[config.mk]
export PLATFORM = sky130hd
export DESIGN_NAME = pac_move_ctrl_flat
export DESIGN_NICKNAME = d
export VERILOG_FILES = /design/src/rtl/pac_pkg.sv /design/src/rtl/pac_move_ctrl_if.sv /design/src/rtl/pac_next_pos.sv /design/src/rtl/pac_move_ctrl.sv /design/src/flat_wrapper.sv
export SDC_FILE = /design/constraint.sdc
export NUM_CORES = 1
export LEC_CHECK = 0
export CAP_MARGIN = 30
export CORE_ASPECT_RATIO = 0.8
export CORE_MARGIN = 5
export CORE_UTILIZATION = 25
export CTS_CLUSTER_SIZE = 30
export DETAILED_ROUTE_END_ITERATION = 10
export GPL_ROUTABILITY_DRIVEN = 0
export PLACE_DENSITY = 0.39
export SETUP_SLACK_MARGIN = 0.2
export SLEW_MARGIN = 20
export SYNTH_ARGS = -nofsm -noshare
export SYNTH_HDL_FRONTEND = slang
export SYNTH_SLANG_ARGS = --single-unit
[constraint.sdc]
create_clock -name clk -period 6.55 [get_ports clk]
set_clock_uncertainty 0.1 [all_clocks]
set_input_delay 0.655 -clock clk [delete_from_list [all_inputs] [get_ports clk]]
set_output_delay 0.655 -clock clk [all_outputs]
set_load 0.02 [all_outputs]
[src/rtl/pac_pkg.sv]
// pac_pkg: shared definitions for the Pac-Man movement slice.
//   - Default position width and screen limits, also used by the
//     renderer and the maze ROM.
//   - Direction encoding (RIGHT=0, LEFT=1, UP=2, DOWN=3).
//   - Movement FSM state encoding.
//   - button_dir(): turns the synchronised button levels into a
//     direction, with priority up > down > left > right.
package pac_pkg;

    localparam int PAC_POS_W = 10;
    localparam int PAC_H_MAX = 639;
    localparam int PAC_V_MAX = 479;

    typedef enum logic [1:0] {
        DIR_RIGHT = 2'd0,
        DIR_LEFT  = 2'd1,
        DIR_UP    = 2'd2,
        DIR_DOWN  = 2'd3
    } dir_t;

    typedef enum logic [1:0] {
        ST_IDLE,
        ST_Q_WANT,
        ST_Q_CUR,
        ST_MOVE
    } state_t;

    // Right is the fallback, so the caller only calls this when some
    // button is actually pressed.
    function automatic dir_t button_dir(input logic up, input logic down, input logic left);
        if (up)
            return DIR_UP;
        else if (down)
            return DIR_DOWN;
        else if (left)
            return DIR_LEFT;
        return DIR_RIGHT;
    endfunction

endpackage

[src/rtl/pac_move_ctrl_if.sv]
// pac_move_ctrl_if: wall-query handshake between the movement controller
// and the maze wall-lookup responder.
//   wq_req        master -> slave  query in progress
//   wq_h, wq_v    master -> slave  queried coordinate, stable while wq_req=1
//   wq_ack        slave  -> master response valid
//   wq_wall       slave  -> master coordinate is a wall (valid with wq_ack)
interface pac_move_ctrl_if #(
    parameter int POS_W = pac_pkg::PAC_POS_W
);
    logic             wq_req;
    logic [POS_W-1:0] wq_h;
    logic [POS_W-1:0] wq_v;
    logic             wq_ack;
    logic             wq_wall;

    modport master (output wq_req, output wq_h, output wq_v, input wq_ack, input wq_wall);
    modport slave  (input wq_req, input wq_h, input wq_v, output wq_ack, output wq_wall);
endinterface

[src/rtl/pac_next_pos.sv]
// pac_next_pos: combinational target calculator.
//   cur_h, cur_v  current position
//   dir           direction to step in
//   tgt_h, tgt_v  position one STEP further, wrapped through the screen
//                 edges; the axis not being moved along passes through.
// The arithmetic runs one bit wider than the position so that h+STEP
// cannot overflow before it is compared against the screen limit.
module pac_next_pos
    import pac_pkg::*;
#(
    parameter int POS_W = PAC_POS_W,
    parameter int STEP  = 2,
    parameter int H_MAX = PAC_H_MAX,
    parameter int V_MAX = PAC_V_MAX
) (
    input  logic [POS_W-1:0] cur_h,
    input  logic [POS_W-1:0] cur_v,
    input  dir_t             dir,
    output logic [POS_W-1:0] tgt_h,
    output logic [POS_W-1:0] tgt_v
);
    localparam int EXT_W = POS_W + 1;
    localparam logic [EXT_W-1:0] STEP_X = EXT_W'(STEP);
    localparam logic [EXT_W-1:0] H_LAST = EXT_W'(H_MAX);
    localparam logic [EXT_W-1:0] V_LAST = EXT_W'(V_MAX);
    localparam logic [EXT_W-1:0] H_SPAN = EXT_W'(H_MAX + 1);
    localparam logic [EXT_W-1:0] V_SPAN = EXT_W'(V_MAX + 1);

    logic [EXT_W-1:0] ext_h, ext_v;
    logic [EXT_W-1:0] fwd_h, fwd_v;
    logic [EXT_W-1:0] back_h, back_v;

    // Forward steps wrap past the last coordinate back to the left/top
    // edge; backward steps that would go negative re-enter at the far edge.
    always_comb begin
        ext_h  = {1'b0, cur_h};
        ext_v  = {1'b0, cur_v};
        fwd_h  = ext_h + STEP_X;
        fwd_v  = ext_v + STEP_X;
        back_h = ext_h - STEP_X;
        back_v = ext_v - STEP_X;
        if (fwd_h > H_LAST)
            fwd_h = fwd_h - H_SPAN;
        if (fwd_v > V_LAST)
            fwd_v = fwd_v - V_SPAN;
        if (ext_h < STEP_X)
            back_h = ext_h + H_SPAN - STEP_X;
        if (ext_v < STEP_X)
            back_v = ext_v + V_SPAN - STEP_X;

        tgt_h = cur_h;
        tgt_v = cur_v;
        case (dir)
            DIR_RIGHT: tgt_h = POS_W'(fwd_h);
            DIR_LEFT:  tgt_h = POS_W'(back_h);
            DIR_UP:    tgt_v = POS_W'(back_v);
            DIR_DOWN:  tgt_v = POS_W'(fwd_v);
        endcase
    end

endmodule

[src/rtl/pac_move_ctrl.sv]
// pac_move_ctrl: Pac-Man position sequencer.
//   clk                    system clock
//   clr                    asynchronous active-low reset
//   tick                   one-cycle game-step pulse
//   up/down/left/right     synchronised button levels
//   wq                     wall-query handshake (master side)
//   pac_h, pac_v           current position, read by the renderer
//   pac_dir                current heading (RIGHT=0, LEFT=1, UP=2, DOWN=3)
//   moving                 last committed step succeeded
//   busy                   a step is in progress
//   tick_miss              one-cycle pulse: tick arrived while busy
// Each accepted tick first tries the requested turn (if one is pending),
// then falls back to continuing straight, and finally commits the target
// that the accepted query asked about.
module pac_move_ctrl
    import pac_pkg::*;
#(
    parameter int POS_W  = PAC_POS_W,
    parameter int H_INIT = 300,
    parameter int V_INIT = 200,
    parameter int STEP   = 2,
    parameter int H_MAX  = PAC_H_MAX,
    parameter int V_MAX  = PAC_V_MAX
) (
    input  logic             clk,
    input  logic             clr,
    input  logic             tick,
    input  logic             up,
    input  logic             down,
    input  logic             left,
    input  logic             right,
    pac_move_ctrl_if.master  wq,
    output logic [POS_W-1:0] pac_h,
    output logic [POS_W-1:0] pac_v,
    output logic [1:0]       pac_dir,
    output logic             moving,
    output logic             busy,
    output logic             tick_miss
);
    state_t           state;
    dir_t             cur_dir;
    dir_t             want_dir;
    logic             want_v;
    dir_t             sel_dir;
    logic [POS_W-1:0] tgt_h, tgt_v;

    assign pac_dir = cur_dir;

    // Only an IDLE tick with a pending turn asks about the wanted direction;
    // every other query (including the fallback after a blocked turn) is
    // about continuing in the current heading.
    assign sel_dir = (state == ST_IDLE && want_v) ? want_dir : cur_dir;

    pac_next_pos #(
        .POS_W (POS_W),
        .STEP  (STEP),
        .H_MAX (H_MAX),
        .V_MAX (V_MAX)
    ) u_next_pos (
        .cur_h (pac_h),
        .cur_v (pac_v),
        .dir   (sel_dir),
        .tgt_h (tgt_h),
        .tgt_v (tgt_v)
    );

    // Movement FSM plus the want register. wq_h/wq_v double as the latched
    // target: MOVE commits whatever coordinate the responder approved.
    // The button update sits after the FSM case so a press in the same
    // cycle as a turn is consumed keeps want_v set.
    always_ff @(posedge clk or negedge clr) begin
        if (!clr) begin
            state     <= ST_IDLE;
            busy      <= 1'b0;
            pac_h     <= POS_W'(H_INIT);
            pac_v     <= POS_W'(V_INIT);
            cur_dir   <= DIR_RIGHT;
            moving    <= 1'b0;
            want_v    <= 1'b0;
            want_dir  <= DIR_RIGHT;
            tick_miss <= 1'b0;
            wq.wq_req <= 1'b0;
            wq.wq_h   <= '0;
            wq.wq_v   <= '0;
        end else begin
            tick_miss <= tick && busy;

            case (state)
                ST_IDLE: begin
                    if (tick && (want_v || moving)) begin
                        state     <= want_v ? ST_Q_WANT : ST_Q_CUR;
                        busy      <= 1'b1;
                        wq.wq_req <= 1'b1;
                        wq.wq_h   <= tgt_h;
                        wq.wq_v   <= tgt_v;
                    end
                end
                ST_Q_WANT: begin
                    if (wq.wq_ack) begin
                        if (!wq.wq_wall) begin
                            cur_dir   <= want_dir;
                            want_v    <= 1'b0;
                            wq.wq_req <= 1'b0;
                            state     <= ST_MOVE;
                        end else begin
                            wq.wq_h <= tgt_h;
                            wq.wq_v <= tgt_v;
                            state   <= ST_Q_CUR;
                        end
                    end
                end
                ST_Q_CUR: begin
                    if (wq.wq_ack) begin
                        wq.wq_req <= 1'b0;
                        if (!wq.wq_wall) begin
                            state <= ST_MOVE;
                        end else begin
                            moving <= 1'b0;
                            busy   <= 1'b0;
                            state  <= ST_IDLE;
                        end
                    end
                end
                ST_MOVE: begin
                    pac_h  <= wq.wq_h;
                    pac_v  <= wq.wq_v;
                    moving <= 1'b1;
                    busy   <= 1'b0;
                    state  <= ST_IDLE;
                end
                default: state <= ST_IDLE;
            endcase

            if (up || down || left || right) begin
                want_v   <= 1'b1;
                want_dir <= button_dir(up, down, left);
            end
        end
    end

endmodule

[src/flat_wrapper.sv]
// flat-port wrapper written by rule: the top's interface ports become plain ports
module pac_move_ctrl_flat import pac_pkg::*;
#(
    parameter int POS_W  = PAC_POS_W,
    parameter int H_INIT = 300,
    parameter int V_INIT = 200,
    parameter int STEP   = 2,
    parameter int H_MAX  = PAC_H_MAX,
    parameter int V_MAX  = PAC_V_MAX
)
  (clk, clr, tick, up, down, left, right, pac_h, pac_v, pac_dir, moving, busy, tick_miss, wq_wq_req, wq_wq_h, wq_wq_v, wq_wq_ack, wq_wq_wall);
  pac_move_ctrl_if #(.POS_W(POS_W)) wq_i ();
  input  logic clk;
  input  logic clr;
  input  logic tick;
  input  logic up;
  input  logic down;
  input  logic left;
  input  logic right;
  output logic [POS_W-1:0] pac_h;
  output logic [POS_W-1:0] pac_v;
  output logic [1:0] pac_dir;
  output logic moving;
  output logic busy;
  output logic tick_miss;
  output wire logic [$bits(wq_i.wq_req)-1:0] wq_wq_req;
  output wire logic [$bits(wq_i.wq_h)-1:0] wq_wq_h;
  output wire logic [$bits(wq_i.wq_v)-1:0] wq_wq_v;
  input wire logic [$bits(wq_i.wq_ack)-1:0] wq_wq_ack;
  input wire logic [$bits(wq_i.wq_wall)-1:0] wq_wq_wall;
  assign wq_wq_req = wq_i.wq_req;
  assign wq_wq_h = wq_i.wq_h;
  assign wq_wq_v = wq_i.wq_v;
  assign wq_i.wq_ack = wq_wq_ack;
  assign wq_i.wq_wall = wq_wq_wall;
  pac_move_ctrl #(.POS_W(POS_W), .H_INIT(H_INIT), .V_INIT(V_INIT), .STEP(STEP), .H_MAX(H_MAX), .V_MAX(V_MAX)) u_core (.clk(clk), .clr(clr), .tick(tick), .up(up), .down(down), .left(left), .right(right), .wq(wq_i), .pac_h(pac_h), .pac_v(pac_v), .pac_dir(pac_dir), .moving(moving), .busy(busy), .tick_miss(tick_miss));
endmodule
### Word level (Yosys, flattened, before mapping)

Index checks and enable logic that the tools add are counted.
Widths: inputs -> output; s select.

* bits of input ports: 9
* output and inout bits: 46
* memories kept: 0
* latch bits: 0
* flip-flop bits (word level): 51
* word-level logic and storage cells: 103
* RAM bits: 0
* ROM bits: 0

* reductions and logical operators: 22
* shift operators: 0
* multiplexer cells: 41
* $add $sub $neg: 10
* divide/modulo/power cells: 0
* $mul: 0
* equality and inequality tests: 13
* order comparisons: 4
* bitwise gates (word level): 1

Operator list (count)
* $mux 10: 10
* $pmux 10 s2: 4
* $sub 10x2->10 const B: 4
* $add 10x2->11 const B: 2
* $lt 10x2->1 const B: 2
* $mux 2: 10
* $mux 1: 13
* $ne 2x2->1 const B: 6
* $reduce_and 3->1: 4
* $gt 11x10->1 const B: 1
* $gt 11x9->1 const B: 1
* $add 10x10->10 const B: 1
* $add 10x9->10 const B: 1
* $sub 10x10->10 const B: 1
* $sub 10x9->10 const B: 1
* $eq 2x2->1 const B: 4
* $pmux 2 s4: 1
* $reduce_and 4->1: 2
* $reduce_bool 2->1: 4
* $pmux 1 s3: 2
* $reduce_bool 3->1: 2
* $reduce_and 5->1: 1
* $eq 2x1->1 const B: 2
* $logic_not 2->1: 2
* other kinds (5): 10

### Logic depth before layout (Yosys ltp)

Gate-level depths: netlist (run 1).

* word-level depth: 8
* gate-level depth with buffers: 11
* gate-level depth less buffers: 10

### Modules after synthesis

A second synthesis (run 1) with hierarchy kept.

* cell total of the unflattened synthesis: 361
* area total of the unflattened synthesis: 3548.4 µm²

By module, submodules not included
* pac_move_ctrl: cells an instance 144, sequential area each 1285.0 µm², area an instance 2207.1 µm², times used 1
* pac_next_pos: cells an instance 217, sequential area each 0.0 µm², area an instance 1341.3 µm², times used 1

### Least setup slack after synthesis (run 1)

OpenSTA, ideal clock, no wires.

* path type: register to register
* start: reg u_core.pac_v[3]
* end: reg u_core.wq.wq_v[8]
* path slack: 3.838 ns
* period minus slack after synthesis: 2.712 ns
* setup time: 0.086 ns
* cell stages (with the launch flop): 11
* required time: 6.364 ns
* arrival time: 2.526 ns
* path buffers: 1
* cell sequence: dfstp_2 > buf_1 > nand3_1 > xnor2_1 > ha_1 > inv_1 > o31a_1 > o21ai_1 > a21oi_4 > mux2_4 > o221ai_2

* longest elaborated chain between the ends: 7
* elaborated cells on any way between the ends: 14
* classes of those cells: add/sub (5); order compare (2); mux (7)

RTL lines
* start, declared: RTL line pac_move_ctrl.sv:34 `output logic [POS_W-1:0] pac_v,`
* start signal, assigned: RTL line pac_move_ctrl.sv:76 `pac_v <= POS_W'(V_INIT);`
* start signal, assigned: RTL line pac_move_ctrl.sv:126 `pac_v <= wq.wq_v;`
* $add 10x2->11 / $add 10x9->10 (equally long branches): RTL line pac_next_pos.sv:39, pac_next_pos.sv:49
* $sub 10x9->10, or another cell as far along: RTL line pac_next_pos.sv:45 `fwd_v = fwd_v - V_SPAN;`
* $mux 10, on equally long branches: RTL line pac_next_pos.sv:44, pac_next_pos.sv:48
* $pmux 10 s2 *: RTL line pac_next_pos.sv:53 `case (dir)`
* $mux 10: RTL line pac_move_ctrl.sv:100 `if (!wq.wq_wall) begin`
* $mux 10: RTL line pac_move_ctrl.sv:99 `if (wq.wq_ack) begin`
* $pmux 10 s2 *: RTL line pac_move_ctrl.sv:88 `case (state)`
* end signal, assigned: RTL line pac_move_ctrl.sv:95 `wq.wq_v <= tgt_v;`
* end signal, assigned: RTL line pac_move_ctrl.sv:107 `wq.wq_v <= tgt_v;`
* end, declared: RTL line pac_move_ctrl_if.sv:16 `modport master (output wq_req, output wq_h, output wq_v, input wq_ack, input wq_wall);`

Mark *: on every way between the ends. The rest lies on a longest branch, timed or not. The select of a mux whose other input is x is not followed.
A chain may end at the register's enable or synchronous reset.

### Worst setup path in the final report (run 1)

* start: reg u_core.pac_v[2]
* end: reg u_core.wq.wq_v[8]

Same word-level chain as after synthesis.

==> impl_metrics.tcl, run 1 <==
set metrics [dict create \
    synthCells 406 \
    wl_per_cell_um 15.9 \
    dieArea_um2 16300 \
    die_h_um 115 \
    switchingPower_uw 1040 \
    drive_gt1_frac 0.0917 \
    wl_met2_um 4270 \
    synth_seq_area_share 0.373 \
    worst_slew_pin_slew_ns 0.735 \
    critPathMaxFanout 16 \
    synth_edf_count 0 \
    cts_tree "built" \
    slowest_stage "dfrtp_1" \
    cts_resized 0 \
    ys_types 61 \
    cts_htree_levels 2 \
    rsz0062_at_grt "no" \
    fin_crit_ns 3.13 \
    p_clk_frac 0.150 \
    cp-end-kind "flip-flop" \
    numCtsBuffers 5 \
    ys_warn_count 0 \
    ir_worst_vdd_mv 0.154 \
    whs_ns 0.393 \
    status "finished, final reports clean" \
    final_max_slew_viol_count 0 \
    synth_nets 427 \
    antenna_found_initial 0 \
    dr.first_iter.drc_count 124 \
    cap_violations 0 \
    critPathLaunchType "flip-flop" \
    portBuffers 54 \
    leakage_uw 0.00169 \
    combPwrFrac 0.555 \
    ys_async_sr_fraction 1.00 \
    cts.sinks 51 \
    critPathMaxStageDelay_ns 0.63 \
    final_hold_viol_count 0 \
    switching_share 0.460 \
    syn_avg_cell_area_um2 8.50 \
    areaGrowthSynthToFinish_pct 25.5 \
    post-route-drc-count 0 \
    crit_required_ns 6.66 \
    highest_layer "met4" \
    grt_max_degree 52 \
    p_int_uw 1220 \
    grt_pass1_wl_um 16700 \
    overflow 0 \
    place_hpwl_um 7190 \
    synth_area_um2 3450 \
    ant_nets 0 \
    post-route-period-util 0.477 \
    drt_pass1_iterations 4 \
    totalWireLength_um 9990 \
    arrival_ns 3.23 \
    hold_buffers 0 \
    wl_met1_um 5250 \
    setup_viol 0 \
    ys_ff_latch 51 \
    hp-class "in2async" \
    clk_path_buf_depth 2 \
    max_clock_freq_ghz 0.320 \
    clkTransAtPathRegs_ns 0.07 \
    dr_wl_met3_um 377 \
    crit_top_cell "ha_1" \
    power.density_nw_per_um2 523 \
    rows 38 \
    ios 55 \
    core-area_um2 13600 \
    worstSetupPathType "reg2reg" \
    insertedDiodeCount 0 \
    slew_headroom 0.501 \
    vias_per_cell 4.87 \
    postCtsSetupRepairBufs 0 \
    insertion_delay_ns 0.29 \
    root_buffer "clkbuf_16" \
    tns_ns 0 \
    initial_utilization 0.255 \
    grt_pass1_vias 3066 \
    track_usage 0.129 \
    die-width_um 141 \
    vias 3053 \
    nets 467 \
    crit_chain "ha_1, nand3_1, xnor2_1, ha_1, inv_1, o31a_1, o21ai_1, a21oi_4, mux2_4, o221ai_2" \
    synth-main-ff-cell "dfrtp_1" \
    seqPwrFrac 0.295 \
]
[state kept, by name (all words and copies together), names as in the netlist, 2 cells and up]
signal,count
u_core.want_dir,2
u_core.pac_dir,2
u_core.state,2
u_core.pac_h,10
u_core.wq.wq_h,10
u_core.pac_v,10
u_core.wq.wq_v,10
[cell families (layout without fill, tap and decap cells)]
logic type                 Yosys count  in the layout  synth area share
DFF                                 51             51             0.373
and+or+nand+nor                    160            160             0.221
buffers and inverters               41             82            0.0482
muxes                               23             23            0.0740
AOI/OAI and AO/OA                   98             98             0.188
xor gates and xnor gates            21             21            0.0533
adders and majority gates           12             12            0.0435
[final timing paths]
check	start	endpoint	slack [ns]	depth (start not counted)
min reg2reg	u_core.wq.wq_req	u_core.wq.wq_req	0.39	2
min	clr	u_core.wq.wq_h[7]	0.39	2
max reg2reg	u_core.pac_v[2]	u_core.wq.wq_v[8]	3.42	10
min in group clk	u_core.wq.wq_req	u_core.wq.wq_req	0.39	2
max in group asynchronous	clr	u_core.wq.wq_v[8]	5.50	2
max	u_core.pac_v[2]	u_core.wq.wq_v[8]	3.42	10
[layout by cell type, fill, tap and decap left out, types with 6 or more instances in the layout]
cell / instances
dfstp_2: 7
nor2_1: 26
a21oi_1: 15
nor2b_1: 6
clkdlybuf4s50_1: 53
o21ai_0: 25
ha_1: 12
xor2_1: 7
nand4_1: 6
mux2_2: 14
o211ai_1: 6
nand2_1: 63
nor3_1: 14
nand3_1: 21
xnor2_1: 14
o21ai_1: 15
dfrtp_1: 44
inv_1: 15
[critical path, delay by kind of cell, from the launching register on]
| kind | cells | cell delay (ns) |
|---|---|---|
| adders and majority gates | 2 | 0.78 |
| DFF | 1 | 0.63 |
| xor gates and xnor gates | 1 | 0.27 |
| muxes | 1 | 0.31 |
| and+or+nand+nor | 1 | 0.16 |
| AOI/OAI and AO/OA | 4 | 0.70 |
| buffers and inverters | 1 | 0.08 |
[area by class of cell]
cell class,count,area [um2]
clock buffer,6,129
clock inverter,2,60.1
fill,1441,9220
inverter,15,56.3
multi-input combinational,314,2000
sequential,51,1280
tap,180,225
timing repair buffer,59,573
[routing by layer]
layer  track usage  vias to the layer above
met5             0                        -
met4        0.0310                        0
met3        0.0258                        7
met2         0.198                       55
met1         0.187                     1465
li1              -                     1526
[cell usage after synthesis, types with 2 or more instances]
master,count,area share
dfrtp_1,44,0.32
nor3_1,14,0.020
o211ai_1,6,0.013
buf_2,4,0.0058
o221ai_1,2,0.0051
nand3b_1,2,0.0044
nand3_1,21,0.030
inv_1,15,0.016
a22oi_1,2,0.0044
nand2b_1,4,0.0073
buf_4,2,0.0044
mux2_1,2,0.0065
a21oi_1,15,0.022
clkbuf_1,18,0.020
or3_1,3,0.0054
mux2_2,14,0.046
o31a_1,2,0.0051
nand4_1,6,0.011
o22ai_1,2,0.0036
and3_1,4,0.0073
o31ai_1,2,0.0044
a22o_1,2,0.0051
buf_1,2,0.0022
mux2i_1,6,0.017
o21ai_0,25,0.036
dfstp_2,7,0.053
xor2_1,7,0.018
or4_1,2,0.0044
nor2_1,26,0.028
xnor2_1,14,0.036
and2_1,2,0.0036
o2111ai_1,4,0.010
nor4b_1,2,0.0051
ha_1,12,0.044
a211oi_1,4,0.0087
o21ai_1,15,0.022
nand2_1,63,0.069
nor2b_1,6,0.011
[power groups by stage]
stage               Sequential (uW)  Clock, uW  Combinational [uW]
floorplan                       689          0                 785
global route                    704        365                1400
finish                          668        339                1260
global placement                674          0                1270
CTS                             673        355                1280
detailed placement              678          0                1270
[stage by stage]
| step | area, um2 | utilization | total power (uW) | setup slack, ns | cells |
|---|---|---|---|---|---|
| after global routing | 4330 | 0.320 | 2470 | 3.09 | 627 |
| final | 4330 | 0.320 | 2260 | 3.42 | 627 |
| after CTS | 4330 | 0.320 | 2310 | 3.43 | 627 |
| after floorplan | 3450 | - | 1470 | 3.84 | 406 |
| after detailed placement | 4140 | 0.306 | 1950 | 3.47 | 619 |
| after global placement | 4130 | 0.305 | 1940 | 3.57 | 618 |
No activity file was read; power rests on OpenSTA's default activity.
==> inputs of run 2 (changes only) <==
==> constraint.sdc (replaced) <==
create_clock -name clk -period 3.1 [get_ports clk]
set_clock_uncertainty 0.1 [all_clocks]
set_input_delay 0.31 -clock clk [delete_from_list [all_inputs] [get_ports clk]]
set_output_delay 0.31 -clock clk [all_outputs]
set_load 0.02 [all_outputs]
==> impl_metrics.tcl, run 2 (synthesized netlist as in run 1, its figures left out) <==
set metrics [dict create \
    initial_utilization 0.255 \
    critPathMaxFanout 8 \
    grt_max_degree 40 \
    setup_viol 0 \
    final_util 0.326 \
    final_area_um2 4410 \
    grt_pass1_wl_um 17100 \
    max_clock_freq_ghz 0.359 \
    drt_pass1_iterations 4 \
    post-route-period-util 0.900 \
    clk_path_buf_depth 2 \
    root_buffer "clkbuf_16" \
    vias 3149 \
    cap_violations 0 \
    fill_cells 1435 \
    ir_worst_vdd_mv 0.402 \
    cts_tree "built" \
    vias_per_cell 4.93 \
    critPathMaxStageDelay_ns 0.63 \
    arrival_ns 2.89 \
    critPathLaunchType "flip-flop" \
    fin_crit_ns 2.79 \
    final_common_cell "nand2_1" \
    layout_common_cells "63 x nand2_1, 53 x clkdlybuf4s50_1, 43 x dfrtp_1, 25 x nor2_1, 25 x o21ai_0" \
    crit_chain "nand3_1, nor2_1, xor2_1, ha_1, inv_1, o31a_1, o21ai_1, a21oi_4, mux2_4, o221ai_2" \
    slowest_stage "dfstp_2" \
    crit_required_ns 3.20 \
    clkTransAtPathRegs_ns 0.07 \
    post-route-drc-count 0 \
    die-width_um 141 \
    insertion_delay_ns 0.29 \
    drive_gt1_frac 0.120 \
    totalWireLength_um 10500 \
    nets 479 \
    overflow 0 \
    grt_pass1_vias 3048 \
    dieArea_um2 16300 \
    rsz0062_at_grt "yes" \
    worst_slew_pin_slew_ns 0.625 \
    dr.first_iter.drc_count 128 \
    die_h_um 115 \
    status "finished, final reports clean" \
    areaGrowthSynthToFinish_pct 27.9 \
    final_hold_viol_count 0 \
    slew_headroom 0.584 \
    placed_cell_area_um2 4200 \
    insertedDiodeCount 0 \
    place_hpwl_um 7690 \
    ios 55 \
    wl_per_cell_um 16.5 \
    cts_htree_levels 2 \
    track_usage 0.133 \
    tns_ns 0 \
    cp-end-kind "flip-flop" \
    core-area_um2 13600 \
    leakage_uw 0.00173 \
    antenna_found_initial 0 \
    ant_nets 0 \
    worstSetupPathType "reg2reg" \
    final_max_slew_viol_count 0 \
    portBuffers 54 \
    cts.sinks 51 \
    power.density_nw_per_um2 1090 \
    numCtsBuffers 5 \
    hp-class "reg2reg" \
    rows 38 \
]
[run 2: cell types whose count changed in the layout (fill, tap and decap cells not counted), sizes merged]
cell         previous run  this run
clkbuf                  6         8
buf                     6        17
dlygate4sd3             0         1
bufinv                  2         0
[run 2: path summary, 6_finish.rpt]
kind / from / to / slack [ns] / cells after the start
max: u_core.pac_v[3] / u_core.wq.wq_v[8] / 0.31 / 10
min reg2reg: u_core.wq.wq_req / u_core.wq.wq_req / 0.39 / 2
min in group asynchronous: clr / u_core.wq.wq_h[7] / 0.44 / 2
max in group asynchronous: clr / u_core.pac_v[3] / 1.77 / 3
max reg2reg: u_core.pac_v[3] / u_core.wq.wq_v[8] / 0.31 / 10
min: u_core.wq.wq_req / u_core.wq.wq_req / 0.39 / 2
[run 2: area by class of cell]
type | instances | area (um2) | share of cell area
Timing Repair Buffer | 71 | 681 | 0.154
Multi-Input combinational cell | 314 | 2010 | 0.455
Sequential cell | 51 | 1290 | 0.292
Inverter | 15 | 56.3 | 0.0128
Tap cell | 180 | 225 | 0.0510
Clock buffer | 8 | 156 | 0.0355
[run 2: report_power, final]
part	internal [uW]	leakage, uW	total, uW	switching [uW]
sequential	958	0.000620	1310	353
combinational	1260	0.00104	2920	1660
clock	345	0.0000772	596	251
[run 2: per-layer routing]
metal	share of wire	up-vias	track usage
met5	0	-	0
met4	0.012	0	0.0349
met3	0.054	9	0.0308
met2	0.43	76	0.200
met1	0.50	1520	0.193
li1	-	1544	-
[run 2: timing repair]
item                                    CTS  global route
gates resized for setup                   0             3
setup buffers                             0             3
endpoints found under the hold margin     0            35
endpoints found under the setup margin    0             5
hold buffers                              0             1
[run 2: metrics by stage]
stage               std cells  hold WS, ns  power [uW]  setup slack [ns]
finish                    639        0.392        4830             0.311
global route              639        0.443        5260             0.157
CTS                       635        0.112        4860             0.252
detailed placement        627        0.375        4220             0.281
global placement          627        0.379        4220             0.313
floorplan                 406      -0.0856        3110             0.388
[run 2: critical path: cells and delay by family, from the launching register on]
family                   cells  cell delay, ns
AO/OA/AOI/OAI                4            0.73
XOR/XNOR                     1            0.23
adder cells (fa/ha/maj)      1            0.31
flip-flops                   1            0.63
buffers and inverters        1            0.10
multiplexers                 1            0.32
AND/OR/NAND/NOR              2            0.29
